**src/rtl/mig_burst_pkg.sv**
```systemverilog
// rtl/mig_burst_pkg.sv - shared state, mode and command codes for the MIG burst engine
package mig_burst_pkg;

    typedef enum logic [2:0] {
        ST_IDLE,
        ST_WAIT_CAL,
        ST_WRITE,
        ST_READ,
        ST_READ_WAIT,
        ST_DONE
    } state_t;

    localparam logic [1:0] MODE_WRITE   = 2'd0;
    localparam logic [1:0] MODE_READ    = 2'd1;
    localparam logic [1:0] MODE_WRV     = 2'd2;
    localparam logic [1:0] MODE_WRV_ALT = 2'd3;

    localparam logic [2:0] CMD_WRITE = 3'b000;
    localparam logic [2:0] CMD_READ  = 3'b001;

endpackage

```
**src/rtl/mig_pattern_gen.sv**
```systemverilog
// rtl/mig_pattern_gen.sv - incrementing data pattern: seed load, step on each consumed beat
module mig_pattern_gen #(
    parameter int DATA_W   = 256,
    parameter int PAT_STEP = 2
) (
    input  logic              ui_clk,
    input  logic              ui_clk_sync_rst,
    input  logic              load,
    input  logic [DATA_W-1:0] seed,
    input  logic              advance,
    output logic [DATA_W-1:0] value
);

    // Current beat's pattern; reloaded at burst start, stepped after each consumed beat
    always_ff @(posedge ui_clk or posedge ui_clk_sync_rst) begin
        if (ui_clk_sync_rst) begin
            value <= '0;
        end else if (load) begin
            value <= seed;
        end else if (advance) begin
            value <= value + DATA_W'(PAT_STEP);
        end
    end

endmodule

```
**src/rtl/mig_burst_engine.sv**
```systemverilog
// rtl/mig_burst_engine.sv - MIG app-interface burst engine (write/read/write-verify); MIG_BURST_VERIFY_EN adds read-back compare
module mig_burst_engine
    import mig_burst_pkg::*;
#(
    parameter int ADDR_W    = 29,
    parameter int DATA_W    = 256,
    parameter int LEN_W     = 16,
    parameter int ADDR_STEP = 8,
    parameter int PAT_STEP  = 2
) (
    input  logic                ui_clk,
    input  logic                ui_clk_sync_rst,
    input  logic                init_calib_complete,
    input  logic                start,
    input  logic [1:0]          mode,
    input  logic [ADDR_W-1:0]   base_addr,
    input  logic [LEN_W-1:0]    burst_len,
    input  logic [DATA_W-1:0]   pat_seed,
    output logic                busy,
    output logic                done,
    output logic [ADDR_W-1:0]   app_addr,
    output logic [2:0]          app_cmd,
    output logic                app_en,
    input  logic                app_rdy,
    output logic [DATA_W-1:0]   app_wdf_data,
    output logic                app_wdf_wren,
    output logic                app_wdf_end,
    output logic [DATA_W/8-1:0] app_wdf_mask,
    input  logic                app_wdf_rdy,
    input  logic [DATA_W-1:0]   app_rd_data,
    input  logic                app_rd_data_valid,
    output logic [DATA_W-1:0]   rd_data,
    output logic                rd_valid,
    output logic [15:0]         err_cnt,
    output logic [ADDR_W-1:0]   err_addr
);

    state_t             state;
    state_t             state_nxt;
    logic [1:0]         mode_q;
    logic [ADDR_W-1:0]  base_q;
    logic [LEN_W-1:0]   len_q;
    logic [LEN_W-1:0]   wdf_cnt;
    logic [LEN_W-1:0]   cmd_cnt;
    logic [LEN_W-1:0]   ret_cnt;
    logic [LEN_W-1:0]   wdf_nxt;
    logic [LEN_W-1:0]   cmd_nxt;
    logic [LEN_W-1:0]   ret_nxt;
    logic               wdf_xfer;
    logic               cmd_xfer;
    logic               rd_beat;
    logic               pat_load;
    logic               phase_start;

    assign wdf_xfer     = app_wdf_wren & app_wdf_rdy;
    assign cmd_xfer     = app_en & app_rdy;
    assign rd_beat      = app_rd_data_valid & ((state == ST_READ) | (state == ST_READ_WAIT));
    assign pat_load     = (state == ST_IDLE) & start;
    assign app_wdf_end  = app_wdf_wren;
    assign app_wdf_mask = '0;

    mig_pattern_gen #(
        .DATA_W   (DATA_W),
        .PAT_STEP (PAT_STEP)
    ) u_wr_gen (
        .ui_clk          (ui_clk),
        .ui_clk_sync_rst (ui_clk_sync_rst),
        .load            (pat_load),
        .seed            (pat_seed),
        .advance         (wdf_xfer),
        .value           (app_wdf_data)
    );

    // Next state and next counter values; outputs are registered from these
    always_comb begin
        state_nxt   = state;
        wdf_nxt     = wdf_cnt + LEN_W'(wdf_xfer);
        cmd_nxt     = cmd_cnt + LEN_W'(cmd_xfer);
        ret_nxt     = ret_cnt + LEN_W'(rd_beat);
        phase_start = 1'b0;
        case (state)
            ST_IDLE: begin
                if (start) begin
                    state_nxt = ST_WAIT_CAL;
                    wdf_nxt   = '0;
                    cmd_nxt   = '0;
                    ret_nxt   = '0;
                end
            end
            ST_WAIT_CAL: begin
                if (init_calib_complete) begin
                    phase_start = 1'b1;
                    if (len_q == '0) begin
                        state_nxt = ST_DONE;
                    end else if (mode_q == MODE_READ) begin
                        state_nxt = ST_READ;
                    end else begin
                        state_nxt = ST_WRITE;
                    end
                end
            end
            ST_WRITE: begin
                if ((cmd_cnt == len_q) && (wdf_cnt == len_q)) begin
                    if (mode_q == MODE_WRITE) begin
                        state_nxt = ST_DONE;
                    end else begin
                        state_nxt   = ST_READ;
                        phase_start = 1'b1;
                        wdf_nxt     = '0;
                        cmd_nxt     = '0;
                        ret_nxt     = '0;
                    end
                end
            end
            ST_READ: begin
                if (cmd_cnt == len_q) begin
                    state_nxt = ST_READ_WAIT;
                end
            end
            ST_READ_WAIT: begin
                if (ret_nxt == len_q) begin
                    state_nxt = ST_DONE;
                end
            end
            ST_DONE: begin
                state_nxt = ST_IDLE;
            end
            default: begin
                state_nxt = ST_IDLE;
            end
        endcase
    end

    // Burst FSM: latches the request, tracks progress and registers every app-side output
    always_ff @(posedge ui_clk or posedge ui_clk_sync_rst) begin
        if (ui_clk_sync_rst) begin
            state        <= ST_IDLE;
            mode_q       <= MODE_WRITE;
            base_q       <= '0;
            len_q        <= '0;
            wdf_cnt      <= '0;
            cmd_cnt      <= '0;
            ret_cnt      <= '0;
            busy         <= 1'b0;
            done         <= 1'b0;
            app_en       <= 1'b0;
            app_wdf_wren <= 1'b0;
            app_cmd      <= CMD_WRITE;
            app_addr     <= '0;
        end else begin
            state   <= state_nxt;
            wdf_cnt <= wdf_nxt;
            cmd_cnt <= cmd_nxt;
            ret_cnt <= ret_nxt;
            if (pat_load) begin
                mode_q <= (mode == MODE_WRV_ALT) ? MODE_WRV : mode;
                base_q <= base_addr;
                len_q  <= burst_len;
            end
            busy         <= (state_nxt != ST_IDLE);
            done         <= (state_nxt == ST_DONE);
            // data is offered ahead of its command so a command never outruns its beat
            app_wdf_wren <= (state_nxt == ST_WRITE) && (wdf_nxt < len_q);
            app_en       <= ((state_nxt == ST_WRITE) && (cmd_nxt < wdf_nxt)) ||
                            ((state_nxt == ST_READ) && (cmd_nxt < len_q));
            app_cmd      <= (state_nxt == ST_READ) ? CMD_READ : CMD_WRITE;
            if (phase_start) begin
                app_addr <= base_q;
            end else if (cmd_xfer) begin
                app_addr <= app_addr + ADDR_W'(ADDR_STEP);
            end
        end
    end

    // Forward every returned read beat one cycle later, in or out of a burst
    always_ff @(posedge ui_clk or posedge ui_clk_sync_rst) begin
        if (ui_clk_sync_rst) begin
            rd_valid <= 1'b0;
            rd_data  <= '0;
        end else begin
            rd_valid <= app_rd_data_valid;
            if (app_rd_data_valid) begin
                rd_data <= app_rd_data;
            end
        end
    end

`ifdef MIG_BURST_VERIFY_EN
    logic [DATA_W-1:0] exp_data;
    logic              chk_beat;
    logic              mismatch;

    // only the read phase of a write-then-verify burst is scored
    assign chk_beat = rd_beat & (mode_q == MODE_WRV);
    assign mismatch = chk_beat & (app_rd_data != exp_data);

    mig_pattern_gen #(
        .DATA_W   (DATA_W),
        .PAT_STEP (PAT_STEP)
    ) u_exp_gen (
        .ui_clk          (ui_clk),
        .ui_clk_sync_rst (ui_clk_sync_rst),
        .load            (pat_load),
        .seed            (pat_seed),
        .advance         (chk_beat),
        .value           (exp_data)
    );

    // Saturating error count; the first failing beat pins the reported address
    always_ff @(posedge ui_clk or posedge ui_clk_sync_rst) begin
        if (ui_clk_sync_rst) begin
            err_cnt  <= '0;
            err_addr <= '0;
        end else if (pat_load) begin
            err_cnt  <= '0;
            err_addr <= '0;
        end else if (mismatch) begin
            if (err_cnt == '0) begin
                err_addr <= base_q + ADDR_W'(ret_cnt) * ADDR_W'(ADDR_STEP);
            end
            if (err_cnt != 16'hFFFF) begin
                err_cnt <= err_cnt + 16'd1;
            end
        end
    end
`else
    assign err_cnt  = '0;
    assign err_addr = '0;
`endif

endmodule

```
**config.mk**
```make
export PLATFORM = sky130hd
export DESIGN_NAME = mig_burst_engine
export DESIGN_NICKNAME = d
export VERILOG_FILES = /design/src/rtl/mig_burst_pkg.sv /design/src/rtl/mig_pattern_gen.sv /design/src/rtl/mig_burst_engine.sv
export SDC_FILE = /design/constraint.sdc
export NUM_CORES = 2
export LEC_CHECK = 0
export CAP_MARGIN = 20
export CORE_AREA = 2 2 465 467
export DETAILED_ROUTE_END_ITERATION = 12
export DIE_AREA = 0 0 467 469
export HOLD_SLACK_MARGIN = 0.02
export PLACE_DENSITY = 0.43
export SLEW_MARGIN = 40
export SYNTH_ARGS = -nofsm -noshare
export SYNTH_HDL_FRONTEND = slang
export SYNTH_SLANG_ARGS = --single-unit
```
**constraint.sdc**
```tcl
create_clock -name ui_clk -period 59.4 [get_ports ui_clk]
set_input_delay 11.88 -clock ui_clk [delete_from_list [all_inputs] [get_ports ui_clk]]
set_output_delay 11.88 -clock ui_clk [all_outputs]
set_load 0.05 [all_outputs]
```
==> results.json <==
{
  "status": "finished clean",
  "htreeDepth": 3,
  "grtUsageTotal_pct": 16.4,
  "p_seq_share_pct": 34.1,
  "end_kind": "flip-flop",
  "sw_frac_of_total_pct": 43.8,
  "multiInputGateArea_um2": 15900,
  "ys_seq_area_share_pct": 48.8,
  "yosysTopAreaCellShare_pct": 48.8,
  "cp_cell_sequence": "clkdlybuf4s50_1 > nand2_1 > clkinv_1 > ha_1 > ha_1 > and3_1 > nor2b_1 > nand2_1 > xor2_1 > nor2_1 > inv_1 > ha_1 > nand4_1 > nor2_1 > a221oi_1 > o21ai_0 > a311o_1 > mux2i_1",
  "clkSlewWorstSetupHoldPaths_ps": 60,
  "synth_ff_type": "dfrtp_1",
  "p_leak_nw": 19.1,
  "fin_crit_sh_pct": 25.6,
  "drt_iter0_drc": 1659,
  "cts_tree": "yes",
  "num_io_pins": 1193,
  "p_sw_uw": 869,
  "grt_max_degree": 117,
  "vias": 30600,
  "startpoint": "app_wdf_rdy",
  "final-seq-area_um2": 16100,
  "r2r_slack_ps": 54640,
  "clock_skew_ps": 75.5,
  "fp.dieW_um": 467,
  "setup-tns-final_ps": 0,
  "area_delta_synth_final_pct": 52.5,
  "tightest_slew_ps": 889,
  "regToRegEndpoint": "app_en$_DFF_PP0_",
  "clock-sinks": 645,
  "p_int_mw": 1.12,
  "vdd_drop_max_v": 0.0000242,
  "clockRootBuffer": "clkbuf_16",
  "setup_violations": 0,
  "die_h_um": 469,
  "vias_per_cell": 4.17,
  "clock_power_share_pct": 28.6,
  "cp_max_fo": 6,
  "path_depth": 18,
  "grt_first_pass_wirelength_mm": 255,
  "row_count": 170,
  "drv_cap": 0,
  "cts.repair.resized": 0,
  "gp_congestion": 0.919,
  "pre_cts_slack_ps": 43180,
  "yosysTopAreaCell": "dfrtp_1",
  "overflow": 0,
  "antenna_left": 0,
  "dr.pass1.iters": 5,
  "clockBufferDepth": 3,
  "die-area_um2": 219000,
  "routed_wl_mm": 187,
  "place_hpwl_mm": 152,
  "worstPathArrival_ps": 15880,
  "crit_top_cell": "ha_1",
  "critPathLaunchType": "primary input",
  "p_per_area_nw_per_um2": 39.4,
  "antenna_found_initial": 63,
  "hold_class": "flip-flop to flip-flop",
  "io_buffers": 1113,
  "drc": 0,
  "avgSynthCellArea_um2": 9.90,
  "cts_setup_buffers": 0,
  "crit_required_ps": 60050,
  "yosysUniqueCellTypes": 67,
  "ys_ff_latch": 645,
  "cp_slowest_stage_delay_ps": 470,
  "core-area_um2": 214000,
  "start_util_pct": 15.5,
  "drive_above_1_share_pct": 11.1,
  "wl_per_cell_um": 25.4,
  "crit_type": "primary input to flip-flop",
  "nets": 5052,
  "period_needed_ps": 15230,
  "grt_pass1_vias": 31400,
  "crit_slowest_cell": "clkinv_1",
  "fill_cells": 23200,
  "synth_cells": 3338,
  "drv_slew": 0,
  "hold_viol": 0,
  "async_flop_share_pct": 100,
  "reg2reg_depth": 13,
  "critPathCapture": "app_en$_DFF_PP0_",
  "max-slew-margin-rel_pct": 40.6,
  "ys_warn_count": 0,
  "layout_setup_ws_ps": 44170,
  "worst-path-buf-inv": 3,
  "cts_made_buffers": 87,
  "hold_buffers": 0,
  "insertion_delay_ps": 740,
  "synth.area.top_cells": "dfrtp_1, mux2_2, nand2_1",
  "rr_startpoint": "len_q[7]$_DFFE_PP0P_",
  "crit_family": "simple AND/OR/NAND/NOR gates",
  "synth_edf_count": 0,
  "comb_power_share_pct": 37.4,
  "rsz0062_at_grt": "no",
  "fmax_ghz": 0.0656,
  "synth_area_um2": 33000
}
-- sequential cells by signal, summed over array words and instances (netlist names) --
name            cells
rd_data           256
u_wr_gen.value    256
app_addr           29
base_q             29
cmd_cnt            16
len_q              16
ret_cnt            16
wdf_cnt            16
state               3
mode_q              2
app_cmd             1
app_en              1
app_wdf_end         1
busy                1
done                1
rd_valid            1
-- area by class of cell --
class	instances	share of cell area (%)
Inverter	60	0.462
Multi-Input combinational cell	2480	31.6
Sequential cell	645	32.0
Clock buffer	126	4.95
Timing Repair Buffer	1158	22.9
Clock inverter	31	1.06
Tap cell	2838	7.05
Antenna cell	10	0.0496
-- synthesized netlist by cell type (6+ instances only) --
master    number
dfrtp_1      645
nand2_1      513
o21ai_0      264
mux2_2       260
xor2_1       188
nor2_1       175
xnor2_1      167
nand3_1      166
clkbuf_1     134
nand4_1      130
nor3_1        94
buf_4         80
and3_1        79
inv_1         59
a21oi_1       57
ha_1          54
nor4_1        41
and4_1        26
or3_1         26
and2_1        19
or4_1         15
buf_2         14
nor2b_1       11
nor4_2        11
o21ai_1       10
or2_2          9
a21o_1         8
nor3b_1        7
mux2i_1        6
o211ai_1       6
-- worst min-delay path by stage --
stage / slack, ps / end / start / depth (start not counted)
CTS: 470 / base_q[1]$_DFFE_PP0P_ / base_q[1]$_DFFE_PP0P_ / 2
finish: 470 / base_q[1]$_DFFE_PP0P_ / base_q[1]$_DFFE_PP0P_ / 2
global placement: 450 / base_q[1]$_DFFE_PP0P_ / base_q[1]$_DFFE_PP0P_ / 2
detailed placement: 460 / base_q[1]$_DFFE_PP0P_ / base_q[1]$_DFFE_PP0P_ / 2
global route: 500 / base_q[1]$_DFFE_PP0P_ / base_q[1]$_DFFE_PP0P_ / 2
floorplan: 440 / base_q[0]$_DFFE_PP0P_ / base_q[0]$_DFFE_PP0P_ / 2
-- logic make-up (layout without fill, tap and decap cells) --
| kind of cell | after synthesis | in the layout | synth area share, % |
|---|---|---|---|
| multiplexers | 266 | 266 | 9.04 |
| AND/OR/NAND/NOR | 1357 | 1357 | 20.4 |
| XOR/XNOR | 355 | 355 | 9.41 |
| flip-flops | 645 | 645 | 48.8 |
| buffers and inverters | 291 | 1375 | 4.27 |
| adder cells (fa/ha/maj) | 54 | 54 | 2.04 |
| AO/OA/AOI/OAI | 369 | 369 | 5.93 |
| other | 1 | 89 | 0.0113 |
-- tightest hold or removal path, delay by kind of cell, from the launching register on --
kind / cells / cell delay, ps
AND/OR/NAND/NOR: 2 / 100
flip-flops: 1 / 340
-- placed cells by master (no fill, tap or decap), types with 22 or more instances in the layout --
| cell type | count |
|---|---|
| nor3_1 | 91 |
| nand2_1 | 512 |
| o21ai_0 | 264 |
| nand4_1 | 130 |
| and3_1 | 78 |
| xor2_1 | 188 |
| ha_1 | 54 |
| nor2_1 | 174 |
| clkdlybuf4s50_1 | 1102 |
| buf_4 | 31 |
| mux2_2 | 260 |
| clkbuf_1 | 22 |
| nand3_1 | 165 |
| a21oi_1 | 56 |
| clkbuf_16 | 87 |
| conb_1 | 79 |
| inv_1 | 58 |
| xnor2_1 | 167 |
| or3_1 | 26 |
| nor4_1 | 40 |
| and4_1 | 26 |
| dfrtp_1 | 645 |
-- metrics by stage --
step | util, % | area, um2 | power [mW] | hold slack, ps | instances
after floorplan | - | 33300 | 1.08 | 440 | 3416
after global placement | 22.1 | 47200 | 1.43 | 455 | 7175
after detailed placement | 22.1 | 47300 | 1.43 | 459 | 7180
after CTS | 23.5 | 50300 | 2.01 | 472 | 7337
after global routing | 23.6 | 50400 | 2.07 | 500 | 7344
final | 23.6 | 50400 | 1.99 | 473 | 7348
-- power groups by stage --
| stage | registers, mW | clock network (mW) | logic (mW) |
|---|---|---|---|
| after global routing | 0.688 | 0.604 | 0.783 |
| final | 0.677 | 0.567 | 0.742 |
| after floorplan | 0.889 | 0 | 0.191 |
| after detailed placement | 0.681 | 0 | 0.747 |
| after global placement | 0.680 | 0 | 0.747 |
| after CTS | 0.675 | 0.587 | 0.750 |
-- layer usage --
layer  global-route usage (%)  share of wire, %  up-vias
li1                         -                 -    13700
met5                        0              0.17        -
met2                     27.4                47     1250
met4                     5.37               3.2       52
met1                     19.6                41    15300
met3                     5.76               8.8      282
Power figures use the tool's default switching activity.
